$ cat config.mk
export PLATFORM = sky130hd
export DESIGN_NAME = seq_divider_flat
export DESIGN_NICKNAME = d
export VERILOG_FILES = /design/src/rtl/seq_divider_if.sv /design/src/rtl/seq_divider.sv /design/src/flat_wrapper.sv
export SDC_FILE = /design/constraint.sdc
export NUM_CORES = 1
export LEC_CHECK = 0
export CORE_MARGIN = 8
export CORE_UTILIZATION = 45
export CTS_CLUSTER_DIAMETER = 150
export DETAILED_ROUTE_END_ITERATION = 10
export PLACE_DENSITY_LB_ADDON = 0.25
export SLEW_MARGIN = 20
export SYNTH_ARGS = -nofsm -noshare
export SYNTH_HDL_FRONTEND = slang
export SYNTH_SLANG_ARGS = --single-unit
$ cat constraint.sdc
create_clock -name clk -period 3.8 [get_ports clk]
set_input_delay 0.57 -clock clk [delete_from_list [all_inputs] [get_ports clk]]
set_output_delay 0.57 -clock clk [all_outputs]
set_load 0.005 [all_outputs]
$ cat src/rtl/seq_divider_if.sv
// Handshake bundle between the EX stage and the iterative divider.
// master drives request/flush; slave returns busy/valid/result.
interface seq_divider_if #(
    parameter int XLEN = 32
);
    logic            start_i;
    logic [1:0]      op_i;
    logic [XLEN-1:0] a_i;
    logic [XLEN-1:0] b_i;
    logic            flush_i;
    logic            busy_o;
    logic            valid_o;
    logic [XLEN-1:0] result_o;

    modport master (
        output start_i, op_i, a_i, b_i, flush_i,
        input  busy_o, valid_o, result_o
    );

    modport slave (
        input  start_i, op_i, a_i, b_i, flush_i,
        output busy_o, valid_o, result_o
    );
endinterface

$ cat src/rtl/seq_divider.sv
// Radix-2 restoring divider for RV32M DIV/DIVU/REM/REMU, one quotient bit per clock.
// Ports: clk, rst_n (async active-low), bus (slave: start/op/a/b/flush in, busy/valid/result out).
module seq_divider #(
    parameter int XLEN = 32
) (
    input  logic         clk,
    input  logic         rst_n,
    seq_divider_if.slave bus
);
    localparam int CW = $clog2(XLEN);
    localparam logic [XLEN-1:0] MIN_INT = {1'b1, {(XLEN-1){1'b0}}};

    typedef enum logic [1:0] {
        S_IDLE,
        S_DIVIDE,
        S_DONE
    } state_t;

    state_t          r_state;
    state_t          w_state_nxt;
    logic [XLEN-1:0] r_quo;
    logic [XLEN-1:0] r_rem;
    logic [XLEN-1:0] r_div;
    logic [XLEN-1:0] r_result;
    logic [CW-1:0]   r_cnt;
    logic            r_neg_q;
    logic            r_neg_r;
    logic            r_is_rem;

    logic            w_signed;
    logic            w_a_neg;
    logic            w_b_neg;
    logic [XLEN-1:0] w_a_abs;
    logic [XLEN-1:0] w_b_abs;
    logic            w_b_zero;
    logic            w_ovf;
    logic            w_special;
    logic [XLEN:0]   w_sh;
    logic [XLEN:0]   w_trial;
    logic [XLEN-1:0] w_fin_q;
    logic [XLEN-1:0] w_fin_r;
    logic [XLEN-1:0] w_final;

    // op_i[0]=0 selects the signed variants, op_i[1]=1 selects remainder
    assign w_signed  = ~bus.op_i[0];
    assign w_a_neg   = w_signed & bus.a_i[XLEN-1];
    assign w_b_neg   = w_signed & bus.b_i[XLEN-1];
    assign w_a_abs   = w_a_neg ? (~bus.a_i + 1'b1) : bus.a_i;
    assign w_b_abs   = w_b_neg ? (~bus.b_i + 1'b1) : bus.b_i;
    assign w_b_zero  = (bus.b_i == '0);
    assign w_ovf     = w_signed && (bus.a_i == MIN_INT) && (bus.b_i == '1);
    assign w_special = w_b_zero | w_ovf;

    // Partial remainder shifted left with the next dividend bit, then trial subtract
    assign w_sh    = {r_rem, r_quo[XLEN-1]};
    assign w_trial = w_sh - {1'b0, r_div};

    // Two's complement negation keeps zero at zero
    assign w_fin_q = r_neg_q ? (~r_quo + 1'b1) : r_quo;
    assign w_fin_r = r_neg_r ? (~r_rem + 1'b1) : r_rem;
    assign w_final = r_is_rem ? w_fin_r : w_fin_q;

    always_ff @(posedge clk or negedge rst_n) begin
        if (!rst_n) begin
            r_state <= S_IDLE;
        end else begin
            r_state <= w_state_nxt;
        end
    end

    always_comb begin
        w_state_nxt = r_state;
        if (bus.flush_i) begin
            w_state_nxt = S_IDLE;
        end else begin
            unique case (r_state)
                S_IDLE: begin
                    if (bus.start_i) begin
                        w_state_nxt = w_special ? S_DONE : S_DIVIDE;
                    end
                end
                S_DIVIDE: begin
                    if (r_cnt == '0) begin
                        w_state_nxt = S_DONE;
                    end
                end
                S_DONE:  w_state_nxt = S_IDLE;
                default: w_state_nxt = S_IDLE;
            endcase
        end
    end

    // Result is presented directly from the datapath while in DONE and
    // captured into r_result so it holds until the next completion.
    always_comb begin
        bus.busy_o   = (r_state != S_IDLE);
        bus.valid_o  = (r_state == S_DONE);
        bus.result_o = (r_state == S_DONE) ? w_final : r_result;
    end

    always_ff @(posedge clk or negedge rst_n) begin
        if (!rst_n) begin
            r_quo    <= '0;
            r_rem    <= '0;
            r_div    <= '0;
            r_result <= '0;
            r_cnt    <= '0;
            r_neg_q  <= 1'b0;
            r_neg_r  <= 1'b0;
            r_is_rem <= 1'b0;
        end else if (!bus.flush_i) begin
            unique case (r_state)
                S_IDLE: begin
                    if (bus.start_i) begin
                        r_is_rem <= bus.op_i[1];
                        r_cnt    <= CW'(XLEN-1);
                        if (w_b_zero) begin
                            // Special results are final; no sign fixup
                            r_quo   <= '1;
                            r_rem   <= bus.a_i;
                            r_neg_q <= 1'b0;
                            r_neg_r <= 1'b0;
                        end else if (w_ovf) begin
                            r_quo   <= MIN_INT;
                            r_rem   <= '0;
                            r_neg_q <= 1'b0;
                            r_neg_r <= 1'b0;
                        end else begin
                            r_quo   <= w_a_abs;
                            r_rem   <= '0;
                            r_div   <= w_b_abs;
                            r_neg_q <= w_a_neg ^ w_b_neg;
                            r_neg_r <= w_a_neg;
                        end
                    end
                end
                S_DIVIDE: begin
                    if (!w_trial[XLEN]) begin
                        r_rem <= w_trial[XLEN-1:0];
                        r_quo <= {r_quo[XLEN-2:0], 1'b1};
                    end else begin
                        r_rem <= w_sh[XLEN-1:0];
                        r_quo <= {r_quo[XLEN-2:0], 1'b0};
                    end
                    r_cnt <= r_cnt - 1'b1;
                end
                S_DONE:  r_result <= w_final;
                default: ;
            endcase
        end
    end
endmodule

$ cat src/flat_wrapper.sv
// flat-port wrapper written by rule: the top's interface ports become plain ports
module seq_divider_flat 
#(
    parameter int XLEN = 32
)
  (clk, rst_n, bus_start_i, bus_op_i, bus_a_i, bus_b_i, bus_flush_i, bus_busy_o, bus_valid_o, bus_result_o);
  seq_divider_if #(.XLEN(XLEN)) bus_i ();
  input  logic clk;
  input  logic rst_n;
  input wire logic [$bits(bus_i.start_i)-1:0] bus_start_i;
  input wire logic [$bits(bus_i.op_i)-1:0] bus_op_i;
  input wire logic [$bits(bus_i.a_i)-1:0] bus_a_i;
  input wire logic [$bits(bus_i.b_i)-1:0] bus_b_i;
  input wire logic [$bits(bus_i.flush_i)-1:0] bus_flush_i;
  output wire logic [$bits(bus_i.busy_o)-1:0] bus_busy_o;
  output wire logic [$bits(bus_i.valid_o)-1:0] bus_valid_o;
  output wire logic [$bits(bus_i.result_o)-1:0] bus_result_o;
  assign bus_i.start_i = bus_start_i;
  assign bus_i.op_i = bus_op_i;
  assign bus_i.a_i = bus_a_i;
  assign bus_i.b_i = bus_b_i;
  assign bus_i.flush_i = bus_flush_i;
  assign bus_busy_o = bus_i.busy_o;
  assign bus_valid_o = bus_i.valid_o;
  assign bus_result_o = bus_i.result_o;
  seq_divider #(.XLEN(XLEN)) u_core (.clk(clk), .rst_n(rst_n), .bus(bus_i));
endmodule
==> results of run 1 <==
final cells by class:
type / instances / area (um2) / share of cell area, %
Inverter: 50 / 188 / 1.36
Clock inverter: 10 / 68.8 / 0.497
Timing Repair Buffer: 209 / 1870 / 13.5
Sequential cell: 138 / 3450 / 25.0
Multi-Input combinational cell: 1133 / 7370 / 53.3
Clock buffer: 22 / 484 / 3.50
Tap cell: 324 / 405 / 2.93
registers in the layout (all words and copies together) (netlist names):
name / count
u_core.r_rem: 32
u_core.r_div: 32
u_core.r_quo: 32
u_core.r_is_rem: 1
u_core.r_cnt: 5
u_core.r_state: 2
u_core.r_result: 32
u_core.r_neg_r: 1
u_core.r_neg_q: 1
layout by cell type, fill, tap and decap left out, types with 8 or more instances in the layout:
cell	count
sky130_fd_sc_hd__clkdlybuf4s50_1	85
sky130_fd_sc_hd__o31ai_1	23
sky130_fd_sc_hd__nor3_1	25
sky130_fd_sc_hd__dfrtp_1	137
sky130_fd_sc_hd__a2111oi_0	10
sky130_fd_sc_hd__nand2b_1	17
sky130_fd_sc_hd__buf_6	12
sky130_fd_sc_hd__nand2_1	160
sky130_fd_sc_hd__mux2i_1	15
sky130_fd_sc_hd__mux2_2	30
sky130_fd_sc_hd__or4_1	13
sky130_fd_sc_hd__nand4_1	15
sky130_fd_sc_hd__nor2b_1	10
sky130_fd_sc_hd__buf_4	95
sky130_fd_sc_hd__ha_1	39
sky130_fd_sc_hd__a22oi_1	25
sky130_fd_sc_hd__nand3_1	20
sky130_fd_sc_hd__or3_1	13
sky130_fd_sc_hd__o21ai_1	25
sky130_fd_sc_hd__clkbuf_16	17
sky130_fd_sc_hd__a21o_1	16
sky130_fd_sc_hd__nor2_1	121
sky130_fd_sc_hd__xor2_1	74
sky130_fd_sc_hd__and3_1	10
sky130_fd_sc_hd__inv_1	49
sky130_fd_sc_hd__a21oi_1	105
sky130_fd_sc_hd__nor4_1	13
sky130_fd_sc_hd__a31oi_1	29
sky130_fd_sc_hd__o21ai_0	127
sky130_fd_sc_hd__xnor2_1	71
sky130_fd_sc_hd__a211oi_1	8
sky130_fd_sc_hd__o211ai_1	17
synth_stat cells (11+ instances only):
library cell                 n
sky130_fd_sc_hd__nand4_1    15
sky130_fd_sc_hd__nand3_1    22
sky130_fd_sc_hd__inv_1      49
sky130_fd_sc_hd__a31oi_1    29
sky130_fd_sc_hd__a21oi_1   107
sky130_fd_sc_hd__o21ai_0   153
sky130_fd_sc_hd__a22oi_1    25
sky130_fd_sc_hd__clkbuf_1   59
sky130_fd_sc_hd__ha_1       39
sky130_fd_sc_hd__nand2b_1   17
sky130_fd_sc_hd__mux2_2     34
sky130_fd_sc_hd__a21o_1     16
sky130_fd_sc_hd__nor3_1     27
sky130_fd_sc_hd__o31ai_1    27
sky130_fd_sc_hd__nor4_1     14
sky130_fd_sc_hd__or3_1      15
sky130_fd_sc_hd__or4_1      14
sky130_fd_sc_hd__mux2i_1    15
sky130_fd_sc_hd__nand2_1   161
sky130_fd_sc_hd__buf_2      12
sky130_fd_sc_hd__xor2_1     75
sky130_fd_sc_hd__nor2_1    122
sky130_fd_sc_hd__nor2b_1    11
sky130_fd_sc_hd__dfrtp_1   138
sky130_fd_sc_hd__xnor2_1    71
sky130_fd_sc_hd__o211ai_1   17
cells by family after synthesis:
logic type | synth area share [%]
compound gates | 24.1
xor+xnor | 11.5
buf+inv | 4.51
simple gates | 19.6
fa+ha+maj | 4.56
mux | 4.78
flops | 31.0
metal layers:
metal | part of all wire (%) | vias up | routed length, um
met1 | 46 | 5016 | 15700
met5 | 0 | - | 0
met4 | 1.8 | 0 | 614
met3 | 5.5 | 52 | 1890
li1 | - | 5341 | -
met2 | 47 | 377 | 16100
worst paths after layout:
path | startpoint | to | cells after the start
max | u_core.r_quo[8] | bus_result_o[29] | 11
min in group clk | u_core.r_div[21] | u_core.r_div[21] | 2
min reg2reg | u_core.r_div[21] | u_core.r_div[21] | 2
min | rst_n | u_core.r_quo[2] | 1
max reg2reg | u_core.r_rem[16] | u_core.r_quo[0] | 12
max in group asynchronous | rst_n | u_core.r_quo[9] | 2
per-stage QoR:
| step | area, um2 | instances | hold slack [ns] |
|---|---|---|---|
| finish | 13800 | 1886 | 0.176 |
| global route | 13800 | 1886 | 0.234 |
| CTS | 13700 | 1880 | 0.203 |
| detailed placement | 13000 | 1840 | 0.471 |
| global placement | 13000 | 1840 | 0.463 |
| floorplan | 11100 | 1399 | 0.274 |
what timing repair did:
| action | 4_1_cts | 5_1_grt |
|---|---|---|
| endpoints found under the setup margin | 18 | 20 |
| pin swaps | 19 | 19 |
| gates resized for setup | 80 | 32 |
| setup buffers | 8 | 6 |
worst max-delay path: stages (launching register included):
cell and delay (ns):
sky130_fd_sc_hd__dfrtp_1 0.39, sky130_fd_sc_hd__or4_4 0.52, sky130_fd_sc_hd__or3_4 0.36, sky130_fd_sc_hd__nor4_4 0.25, sky130_fd_sc_hd__nand2_1 0.10, sky130_fd_sc_hd__or4_4 0.49, sky130_fd_sc_hd__buf_6 0.15, sky130_fd_sc_hd__o31ai_4 0.18
sky130_fd_sc_hd__xor2_1 0.18, sky130_fd_sc_hd__mux2i_1 0.11, sky130_fd_sc_hd__mux2_4 0.28, sky130_fd_sc_hd__buf_6 0.12
power groups by stage:
stage	Clock (W)	Sequential (W)	Combinational (W)
6_report	0.00156	0.00288	0.00778
3_3_place_gp	0	0.00282	0.00739
3_5_place_dp	0	0.00285	0.00748
5_1_grt	0.00164	0.00298	0.00862
2_1_floorplan	0	0.00263	0.00520
4_1_cts	0.00157	0.00284	0.00761
==> metrics.txt, run 1 <==
# TYPE chip_impl_metric gauge
chip_impl_metric{name="place_hpwl",unit="mm"} 26.4
chip_impl_metric{name="final_max_slew_viols",unit=""} 0
chip_impl_metric{name="fin_worst_skew",unit="ns"} 0.0117
chip_impl_info{name="setup.worst_path.end_class",value="primary output"} 1
chip_impl_metric{name="die_y",unit="um"} 173
chip_impl_metric{name="postSynthNetCount",unit=""} 1509
chip_impl_metric{name="io_buffer_count",unit=""} 103
chip_impl_metric{name="clock_sink_count",unit=""} 138
chip_impl_metric{name="max_slew_headroom_at_the_worst_pin",unit="%"} 22.2
chip_impl_metric{name="globalRouteOverflowTotal",unit=""} 0
chip_impl_info{name="hold_path_class",value="input port to asynchronous set/reset pin"} 1
chip_impl_info{name="global_route.peak_usage_layer",value="met2"} 1
chip_impl_metric{name="fin_nets",unit=""} 1659
chip_impl_metric{name="ys_types",unit=""} 64
chip_impl_info{name="synth_area_leader",value="sky130_fd_sc_hd__dfrtp_1"} 1
chip_impl_metric{name="final-hold-violation-count",unit=""} 0
chip_impl_metric{name="placement_rows",unit=""} 57
chip_impl_metric{name="clock_tree.htree_level_count",unit=""} 4
chip_impl_metric{name="drtIter0Drc",unit=""} 875
chip_impl_metric{name="switching_share",unit="%"} 46.9
chip_impl_info{name="root_buffer_master",value="sky130_fd_sc_hd__clkbuf_16"} 1
chip_impl_metric{name="yosysWarningCount",unit=""} 0
chip_impl_metric{name="finalWirelength",unit="mm"} 34.4
chip_impl_metric{name="die_width",unit="um"} 173
chip_impl_metric{name="pwr-share-comb",unit="%"} 63.6
chip_impl_metric{name="finalWeightedCongestion",unit=""} 0.950
chip_impl_metric{name="die-area",unit="um2"} 30100
chip_impl_metric{name="cellPowerDensity",unit="nW/um2"} 884
chip_impl_info{name="tritoncts",value="yes"} 1
chip_impl_metric{name="track_usage",unit="%"} 22.4
chip_impl_metric{name="clockPowerShare",unit="%"} 12.8
chip_impl_metric{name="n_fill_cell",unit=""} 2280
chip_impl_info{name="start_kind",value="flop"} 1
chip_impl_metric{name="layout-drive-gt1-share",unit="%"} 14.8
chip_impl_metric{name="required",unit="ns"} 3.23
chip_impl_metric{name="period_minus_slack",unit="ns"} 4.11
chip_impl_metric{name="number_of_flip_flops_and_latches_in_the_synthesized_netlist",unit=""} 138
chip_impl_metric{name="critPathArrivalTime",unit="ns"} 3.54
chip_impl_metric{name="p_seq_share",unit="%"} 23.6
chip_impl_info{name="outcome",value="finished, violations left"} 1
chip_impl_metric{name="finalPower",unit="W"} 0.0122
chip_impl_metric{name="avgRoutedWirePerCell",unit="um"} 18.2
chip_impl_metric{name="setup.reg_to_reg.worst_slack",unit="ns"} 0.43
chip_impl_info{name="violations",value="negative setup slack"} 1
chip_impl_metric{name="synth-async-reset-ratio",unit="%"} 100
chip_impl_metric{name="finalCoreUtilization",unit="%"} 56.9
chip_impl_metric{name="worstSkewPairLatency",unit="ns"} 0.43
chip_impl_metric{name="finalSetupViolCount",unit=""} 11
chip_impl_metric{name="ir_worst_vdd",unit="mV"} 0.605
chip_impl_metric{name="cts.clk_slew.worst_paths",unit="ns"} 0.06
chip_impl_metric{name="groute.layer.met3.usage",unit="%"} 3.05
chip_impl_metric{name="detail_route.drc_violations",unit=""} 0
chip_impl_metric{name="detail_route.first_pass.iterations",unit=""} 7
chip_impl_metric{name="grt_first_pass_wirelength",unit="mm"} 55.6
chip_impl_metric{name="met2_usage",unit="%"} 37.3
chip_impl_metric{name="leakagePower",unit="nW"} 5.78
chip_impl_metric{name="via_count",unit=""} 10786
chip_impl_metric{name="post_synth.cell_area_avg",unit="um2"} 7.97
chip_impl_metric{name="placeableCoreArea",unit="um2"} 24300
chip_impl_info{name="synth.top_cells.by_area",value="sky130_fd_sc_hd__dfrtp_1 (31%), sky130_fd_sc_hd__o21ai_0 (6.9%), sky130_fd_sc_hd__xor2_1 (5.9%)"} 1
chip_impl_metric{name="min_period_over_period",unit="%"} 108
chip_impl_metric{name="grt_antenna_before_repair",unit=""} 0
chip_impl_metric{name="p_switching",unit="W"} 0.00573
chip_impl_metric{name="start_util",unit="%"} 45.8
chip_impl_metric{name="crit_path_max_fanout",unit=""} 5
chip_impl_metric{name="dp_slack",unit="ns"} -0.0999
chip_impl_metric{name="grt_pass1_vias",unit=""} 10521
chip_impl_metric{name="max_cap_viol_count",unit=""} 0
chip_impl_metric{name="ctsLongestPathBuffers",unit=""} 2
chip_impl_metric{name="cts_hold_buffers",unit=""} 0
chip_impl_metric{name="syn-instance-count",unit=""} 1399
chip_impl_metric{name="yosysSeqAreaShare",unit="%"} 31.0
chip_impl_info{name="rsz0062_at_grt",value="yes"} 1
chip_impl_metric{name="grt_start_max_net_pins",unit=""} 78
chip_impl_metric{name="groute.layer.met1.usage",unit="%"} 29.7
chip_impl_metric{name="synth_edf_count",unit=""} 0
chip_impl_metric{name="synth.top_cell.area_share",unit="%"} 31.0
chip_impl_metric{name="final_critical_path_setup_slack",unit="ns"} -0.313
chip_impl_metric{name="top_level_ports",unit=""} 104
chip_impl_metric{name="setup-tns-final",unit="ns"} -1.91
chip_impl_metric{name="synth_area",unit="um2"} 11100
chip_impl_metric{name="tritoncts.num_buffers",unit=""} 17
chip_impl_metric{name="detail-route-antenna-nets",unit=""} 0
chip_impl_metric{name="fmaxAchievable",unit="MHz"} 243
chip_impl_metric{name="avgViaCountPerCell",unit=""} 5.72
chip_impl_metric{name="area.growth.synth_to_final",unit="%"} 24.1
chip_impl_metric{name="internal-power",unit="W"} 0.00650
chip_impl_metric{name="timing_worst_slew_pin_value",unit="ns"} 1.17
chip_impl_info{name="synth_flop_cell",value="sky130_fd_sc_hd__dfrtp_1"} 1
chip_impl_info{name="path_class",value="flop to primary output"} 1
chip_impl_metric{name="number_of_antenna_diodes",unit=""} 0
Power figures use the tool's default switching activity.
==> inputs of run 2 (changes only) <==
clock period = 4.8 ns   (was 3.8 ns; I/O delays follow)
==> run 2 against run 1 <==
The flow now finishes without violations. Sequential power decreased by 16%. Wire length decreased by 1.4%. Combinational power decreased by 29%. Sequential cell count unchanged. First-iteration DRC count decreased by 24%. Design area decreased by 5.6%. Setup slack improved by 0.57 ns. Critical path depth decreased by 1. Clock skew increased by 0.00073 ns. Critical path type unchanged. Highest routed layer unchanged.
==> metrics.txt, run 2 (synthesis gave the netlist of run 1 again) <==
# TYPE chip_impl_metric gauge
chip_impl_metric{name="place_hpwl",unit="mm"} 26.2
chip_impl_metric{name="io_buffer_count",unit=""} 103
chip_impl_metric{name="detail_route.drc_violations",unit=""} 0
chip_impl_metric{name="avgViaCountPerCell",unit=""} 5.80
chip_impl_metric{name="finalCoreUtilization",unit="%"} 53.7
chip_impl_info{name="most_frequent_cells_in_the_layout",value="sky130_fd_sc_hd__nand2_1 (161), sky130_fd_sc_hd__o21ai_0 (152), sky130_fd_sc_hd__dfrtp_1 (138)"} 1
chip_impl_info{name="hold_path_class",value="input port to asynchronous set/reset pin"} 1
chip_impl_metric{name="final_max_slew_viols",unit=""} 0
chip_impl_info{name="path_class",value="flop to primary output"} 1
chip_impl_metric{name="die_y",unit="um"} 173
chip_impl_metric{name="die_width",unit="um"} 173
chip_impl_metric{name="timing_worst_slew_pin_value",unit="ns"} 1.12
chip_impl_metric{name="required",unit="ns"} 4.08
chip_impl_metric{name="clockPowerShare",unit="%"} 13.2
chip_impl_metric{name="switching_share",unit="%"} 47.4
chip_impl_metric{name="avgRoutedWirePerCell",unit="um"} 18.7
chip_impl_info{name="rsz0062_at_grt",value="no"} 1
chip_impl_metric{name="grt_antenna_before_repair",unit=""} 0
chip_impl_metric{name="setup.reg_to_reg.worst_slack",unit="ns"} 1.00
chip_impl_info{name="slowest_stage",value="sky130_fd_sc_hd__or4_4"} 1
chip_impl_metric{name="fin_nets",unit=""} 1583
chip_impl_metric{name="r2r.worst_path.cells",unit=""} 12
chip_impl_metric{name="crit_path_max_fanout",unit=""} 6
chip_impl_metric{name="finalWeightedCongestion",unit=""} 0.914
chip_impl_metric{name="grt_start_max_net_pins",unit=""} 63
chip_impl_info{name="commonest_non_fill_non_tap_cell_in_the_layout",value="sky130_fd_sc_hd__nand2_1"} 1
chip_impl_metric{name="clock_sink_count",unit=""} 138
chip_impl_metric{name="drtIter0Drc",unit=""} 664
chip_impl_metric{name="via_count",unit=""} 10498
chip_impl_metric{name="globalRouteOverflowTotal",unit=""} 0
chip_impl_metric{name="pwr-share-comb",unit="%"} 60.3
chip_impl_metric{name="top_level_ports",unit=""} 104
chip_impl_metric{name="placeableCoreArea",unit="um2"} 24300
chip_impl_metric{name="p_seq_share",unit="%"} 26.4
chip_impl_info{name="tritoncts",value="yes"} 1
chip_impl_metric{name="finalWirelength",unit="mm"} 33.9
chip_impl_metric{name="max_cap_viol_count",unit=""} 0
chip_impl_metric{name="final-hold-violation-count",unit=""} 0
chip_impl_metric{name="fin_worst_skew",unit="ns"} 0.0124
chip_impl_metric{name="track_usage",unit="%"} 22.4
chip_impl_metric{name="area.growth.synth_to_final",unit="%"} 17.2
chip_impl_metric{name="start_util",unit="%"} 45.8
chip_impl_info{name="root_buffer_master",value="sky130_fd_sc_hd__clkbuf_16"} 1
chip_impl_metric{name="die-area",unit="um2"} 30100
chip_impl_metric{name="critPathArrivalTime",unit="ns"} 3.82
chip_impl_metric{name="period_minus_slack",unit="ns"} 4.54
chip_impl_metric{name="internal-power",unit="W"} 0.00485
chip_impl_metric{name="dpl-instance-area",unit="um2"} 12500
chip_impl_metric{name="detail_route.first_pass.iterations",unit=""} 5
chip_impl_metric{name="min_period_over_period",unit="%"} 94.6
chip_impl_info{name="worst_path_most_repeated_cell",value="sky130_fd_sc_hd__or4_4"} 1
chip_impl_info{name="path_cells",value="or4_4 -> or3_4 -> nor4_4 -> nand2_1 -> or4_4 -> o31ai_4 -> xor2_1 -> mux2i_1 -> mux2_2 -> clkdlybuf4s50_1"} 1
chip_impl_metric{name="worstSkewPairLatency",unit="ns"} 0.42
chip_impl_metric{name="fmaxAchievable",unit="MHz"} 220
chip_impl_metric{name="number_of_antenna_diodes",unit=""} 0
chip_impl_info{name="r2r-start",value="u_core.r_rem[11]"} 1
chip_impl_metric{name="holdWs",unit="ns"} 0.237
chip_impl_metric{name="finalInstanceArea",unit="um2"} 13100
chip_impl_metric{name="ctsLongestPathBuffers",unit=""} 2
chip_impl_metric{name="clock_tree.htree_level_count",unit=""} 4
chip_impl_info{name="timing.rr.end",value="u_core.r_rem[3]"} 1
chip_impl_metric{name="finalSetupViolCount",unit=""} 0
chip_impl_metric{name="ir_worst_vdd",unit="mV"} 0.397
chip_impl_metric{name="leakagePower",unit="nW"} 5.30
chip_impl_metric{name="cp_slowest_stage_delay",unit="ns"} 0.55
chip_impl_metric{name="max_slew_headroom_at_the_worst_pin",unit="%"} 25.3
chip_impl_metric{name="tritoncts.num_buffers",unit=""} 17
chip_impl_info{name="setup.worst_path.end_class",value="primary output"} 1
chip_impl_metric{name="cts.clk_slew.worst_paths",unit="ns"} 0.06
chip_impl_info{name="outcome",value="finished clean"} 1
chip_impl_metric{name="detail-route-antenna-nets",unit=""} 0
chip_impl_metric{name="grt_first_pass_wirelength",unit="mm"} 55.4
chip_impl_metric{name="layout-drive-gt1-share",unit="%"} 8.08
chip_impl_metric{name="grt_pass1_vias",unit=""} 10217
chip_impl_metric{name="p_switching",unit="W"} 0.00437
chip_impl_metric{name="setup-tns-final",unit="ns"} 0
chip_impl_metric{name="dp_slack",unit="ns"} 0.553
chip_impl_metric{name="cellPowerDensity",unit="nW/um2"} 705
chip_impl_metric{name="placement_rows",unit=""} 57
chip_impl_metric{name="final_critical_path_setup_slack",unit="ns"} 0.258
chip_impl_info{name="start_kind",value="flop"} 1
## run 2: power groups by stage
stage,Clock [W],Sequential [W],Combinational (W)
5_1_grt,0.00127,0.00253,0.00622
3_5_place_dp,0,0.00243,0.00550
2_1_floorplan,0,0.00208,0.00412
3_3_place_gp,0,0.00239,0.00543
6_report,0.00122,0.00243,0.00556
4_1_cts,0.00122,0.00241,0.00554
## run 2: final cells by class
cell class                 instances  area [um2]
clock inverter                     9        75.1
sequential                       138        3450
timing repair buffer             133        1270
inverter                          50         188
tap                              324         405
clock buffer                      22         454
fill                            2329       11300
multi-input combinational       1133        7220
## run 2: repair_timing
action | CTS | global route
gates resized for setup | 0 | 2
setup endpoints to repair | 0 | 2
setup buffers | 0 | 0
hold buffers | 0 | 0
## run 2: per-layer routing
layer | part of all wire [%] | track usage, % | vias up
li1 | - | - | 5186
met1 | 46 | 29.7 | 4952
met2 | 46 | 36.3 | 317
met3 | 5.7 | 3.86 | 43
met4 | 2.5 | 7.37 | 0
met5 | 0 | 0 | -
## run 2: worst max-delay path by stage
stage                startpoint               end  slack, ns
6_report        u_core.r_quo[8]  bus_result_o[25]       0.26
5_1_grt         u_core.r_quo[8]  bus_result_o[28]       0.05
4_1_cts        u_core.r_rem[10]  bus_result_o[30]       0.22
3_5_place_dp         bus_b_i[8]  u_core.r_rem[29]       0.55
3_3_place_gp         bus_b_i[8]  u_core.r_rem[29]       0.55
2_1_floorplan   u_core.r_quo[8]  bus_result_o[25]       1.33
## run 2: through the flow
| step | std cells | total power [W] |
|---|---|---|
| 6_report | 1809 | 0.00921 |
| 5_1_grt | 1809 | 0.0100 |
| 4_1_cts | 1809 | 0.00917 |
| 3_5_place_dp | 1778 | 0.00793 |
| 3_3_place_gp | 1778 | 0.00782 |
| 2_1_floorplan | 1399 | 0.00620 |
## run 2: worst max-delay path, delay by kind of cell, from the launching register on
kind | cells | cell delay [ns]
buffers and inverters | 1 | 0.46
muxes | 2 | 0.36
AOI/OAI and AO/OA | 1 | 0.20
DFF | 1 | 0.46
and+or+nand+nor | 5 | 1.76
xor gates and xnor gates | 1 | 0.16
==> inputs of run 3 (changes only) <==
CAP_MARGIN = 10   (was default)
PLACE_DENSITY = 0.64   (was default)
PLACE_DENSITY_LB_ADDON = default   (was 0.25)
==> run 3 against run 2 <==
Combinational power up 2%. Setup slack improved by 0.012 ns. Register-to-register slack got worse by 0.16 ns. Sequential power is 2% lower. Sequential share of layout area is 0.16 points lower. Via count about the same. Hold slack improved by 0.17 ns. Critical path depth stayed put.
==> metrics.txt, run 3 (synthesis gave the netlist of run 1 again) <==
# TYPE chip_impl_metric gauge
chip_impl_info{name="outcome",value="finished clean"} 1
chip_impl_metric{name="crit_path_max_fanout",unit=""} 6
chip_impl_metric{name="via_count",unit=""} 10493
chip_impl_metric{name="dpl-instance-area",unit="um2"} 12500
chip_impl_info{name="path_cells",value="or4_4 -> or3_4 -> nor4_4 -> nand2_1 -> or4_4 -> o31ai_4 -> xor2_1 -> mux2i_1 -> mux2_2 -> clkdlybuf4s50_1"} 1
chip_impl_metric{name="dp_slack",unit="ns"} 0.599
chip_impl_metric{name="die-area",unit="um2"} 30100
chip_impl_info{name="path_class",value="flop to primary output"} 1
chip_impl_metric{name="avgRoutedWirePerCell",unit="um"} 18.9
chip_impl_info{name="rsz0062_at_grt",value="no"} 1
chip_impl_metric{name="multiInputGateArea",unit="um2"} 7230
chip_impl_metric{name="post_cts_buffers",unit=""} 0
chip_impl_info{name="root_buffer_master",value="sky130_fd_sc_hd__clkbuf_16"} 1
chip_impl_metric{name="clock_sink_count",unit=""} 138
chip_impl_metric{name="detail-route-antenna-nets",unit=""} 0
chip_impl_metric{name="worstSkewPairLatency",unit="ns"} 0.43
chip_impl_metric{name="number_of_antenna_diodes",unit=""} 0
chip_impl_metric{name="fin_worst_skew",unit="ns"} 0.0159
chip_impl_metric{name="finalSetupViolCount",unit=""} 0
chip_impl_metric{name="ff_latch_area",unit="um2"} 3450
chip_impl_metric{name="detail_route.first_pass.iterations",unit=""} 5
chip_impl_metric{name="layout-drive-gt1-share",unit="%"} 8.66
chip_impl_metric{name="track_usage",unit="%"} 22.7
chip_impl_info{name="tritoncts",value="yes"} 1
chip_impl_metric{name="top_level_ports",unit=""} 104
chip_impl_metric{name="period_minus_slack",unit="ns"} 4.53
chip_impl_metric{name="leakagePower",unit="nW"} 5.33
chip_impl_metric{name="crit_buf_inv",unit=""} 1
chip_impl_metric{name="placeableCoreArea",unit="um2"} 24300
chip_impl_metric{name="min_period_over_period",unit="%"} 94.4
chip_impl_metric{name="globalRouteOverflowTotal",unit=""} 0
chip_impl_metric{name="placement_rows",unit=""} 57
chip_impl_metric{name="fmaxAchievable",unit="MHz"} 221
chip_impl_info{name="start_kind",value="flop"} 1
chip_impl_metric{name="avgViaCountPerCell",unit=""} 5.79
chip_impl_metric{name="tritoncts.num_buffers",unit=""} 17
chip_impl_info{name="most_frequent_cells_in_the_layout",value="sky130_fd_sc_hd__nand2_1 (161), sky130_fd_sc_hd__o21ai_0 (151), sky130_fd_sc_hd__dfrtp_1 (138)"} 1
chip_impl_info{name="setup.worst_path.end_class",value="primary output"} 1
chip_impl_info{name="hold_path_class",value="input port to asynchronous set/reset pin"} 1
chip_impl_metric{name="ctsLongestPathBuffers",unit=""} 2
chip_impl_metric{name="n_fill_cell",unit=""} 2356
chip_impl_metric{name="place_hpwl",unit="mm"} 26.3
chip_impl_metric{name="timing_worst_slew_pin_value",unit="ns"} 1.11
chip_impl_metric{name="internal-power",unit="W"} 0.00490
chip_impl_metric{name="clockPowerShare",unit="%"} 13.9
chip_impl_metric{name="holdWs",unit="ns"} 0.411
chip_impl_metric{name="p_switching",unit="W"} 0.00445
chip_impl_metric{name="final_critical_path_setup_slack",unit="ns"} 0.270
chip_impl_info{name="timing.critical_path.max_delay_family",value="simple AND/OR/NAND/NOR gates"} 1
chip_impl_metric{name="cts_hold_buffers",unit=""} 0
chip_impl_metric{name="grt_antenna_before_repair",unit=""} 0
chip_impl_metric{name="cellPowerDensity",unit="nW/um2"} 712
chip_impl_metric{name="setup-tns-final",unit="ns"} 0
chip_impl_metric{name="cp_slowest_stage_delay",unit="ns"} 0.54
chip_impl_metric{name="finalWirelength",unit="mm"} 34.3
chip_impl_metric{name="area.growth.synth_to_final",unit="%"} 18.0
chip_impl_metric{name="final-hold-violation-count",unit=""} 0
chip_impl_metric{name="post_cts_resize_count",unit=""} 0
chip_impl_metric{name="drtIter0Drc",unit=""} 898
chip_impl_metric{name="grt_start_max_net_pins",unit=""} 110
chip_impl_metric{name="die_width",unit="um"} 173
chip_impl_metric{name="clock_tree.htree_level_count",unit=""} 4
chip_impl_metric{name="switching_share",unit="%"} 47.6
chip_impl_metric{name="io_buffer_count",unit=""} 103
chip_impl_metric{name="pwr-share-comb",unit="%"} 60.6
chip_impl_metric{name="p_seq_share",unit="%"} 25.4
chip_impl_metric{name="max_slew_headroom_at_the_worst_pin",unit="%"} 26.1
chip_impl_metric{name="cts.clk_slew.worst_paths",unit="ns"} 0.07
chip_impl_info{name="commonest_non_fill_non_tap_cell_in_the_layout",value="sky130_fd_sc_hd__nand2_1"} 1
chip_impl_metric{name="fin_nets",unit=""} 1586
chip_impl_metric{name="grt_first_pass_wirelength",unit="mm"} 55.7
chip_impl_metric{name="finalInstanceArea",unit="um2"} 13100
chip_impl_metric{name="die_y",unit="um"} 173
chip_impl_metric{name="start_util",unit="%"} 45.8
chip_impl_info{name="worst_path_most_repeated_cell",value="sky130_fd_sc_hd__or4_4"} 1
chip_impl_metric{name="finalWeightedCongestion",unit=""} 0.923
chip_impl_metric{name="final_max_slew_viols",unit=""} 0
chip_impl_metric{name="max_cap_viol_count",unit=""} 0
chip_impl_info{name="slowest_stage",value="sky130_fd_sc_hd__or4_4"} 1
chip_impl_metric{name="required",unit="ns"} 4.08
chip_impl_metric{name="ir_worst_vdd",unit="mV"} 0.437
chip_impl_metric{name="critPathArrivalTime",unit="ns"} 3.81
chip_impl_metric{name="grt_pass1_vias",unit=""} 10305
chip_impl_metric{name="detail_route.drc_violations",unit=""} 0
[run 3: cell count changes in the layout (fill, tap and decap cells not counted), sizes merged]
cell,previous run,this run
clkbuf,22,19
buf,31,33
clkinvlp,2,3
clkinv,6,5
inv,50,55
[run 3: cell type report]
| type | count | share of cell area (%) |
|---|---|---|
| inverters | 50 | 1.43 |
| multi-input cells | 1133 | 55.0 |
| flip-flops and latches | 138 | 26.3 |
| clock buffers | 18 | 3.34 |
| repair buffers | 136 | 9.85 |
| clock inverters | 14 | 1.06 |
| well taps | 324 | 3.08 |
[run 3: path summary, 6_finish.rpt]
| path | from | to | slack [ns] | cells after the start |
|---|---|---|---|---|
| max in group asynchronous | rst_n | u_core.r_rem[29] | 3.40 | 2 |
| hold / removal | rst_n | u_core.r_result[6] | 0.41 | 1 |
| setup / recovery | u_core.r_quo[8] | bus_result_o[29] | 0.27 | 10 |
| setup reg to reg | u_core.r_rem[10] | u_core.r_rem[10] | 0.84 | 11 |
| min in group clk | u_core.r_div[20] | u_core.r_div[20] | 0.48 | 2 |
| hold reg to reg | u_core.r_div[20] | u_core.r_div[20] | 0.48 | 2 |
[run 3: metrics by stage]
step / util (%) / instances / power [W]
after floorplan: - / 1399 / 0.00620
after CTS: 54.0 / 1813 / 0.00933
final: 54.1 / 1813 / 0.00936
after detailed placement: 51.6 / 1781 / 0.00800
after global placement: 51.6 / 1781 / 0.00792
after global routing: 54.1 / 1813 / 0.0102
[run 3: power groups by stage]
stage               clock network, W  logic [W]  registers (W)
floorplan                          0    0.00412        0.00208
global placement                   0    0.00557        0.00235
detailed placement                 0    0.00562        0.00238
CTS                          0.00132    0.00565        0.00236
global route                 0.00137    0.00634        0.00246
finish                       0.00130    0.00567        0.00238
[run 3: per-layer routing]
layer  GRT usage (%)  vias up  share of wire (%)
li1                -     5186                  -
met1            30.5     4911                 46
met2            36.1      337                 45
met3            3.77       59                6.0
met4            8.19        0                2.9
met5               0        -                  0
[run 3: worst reg2reg max path: cells and delay by family (launching register included)]
kind | cells | cell delay [ns]
AO/OA/AOI/OAI | 5 | 1.11
AND/OR/NAND/NOR | 3 | 0.70
XOR/XNOR | 1 | 0.70
flip-flops | 1 | 0.49
adder cells (fa/ha/maj) | 1 | 0.44
buffers and inverters | 1 | 0.36
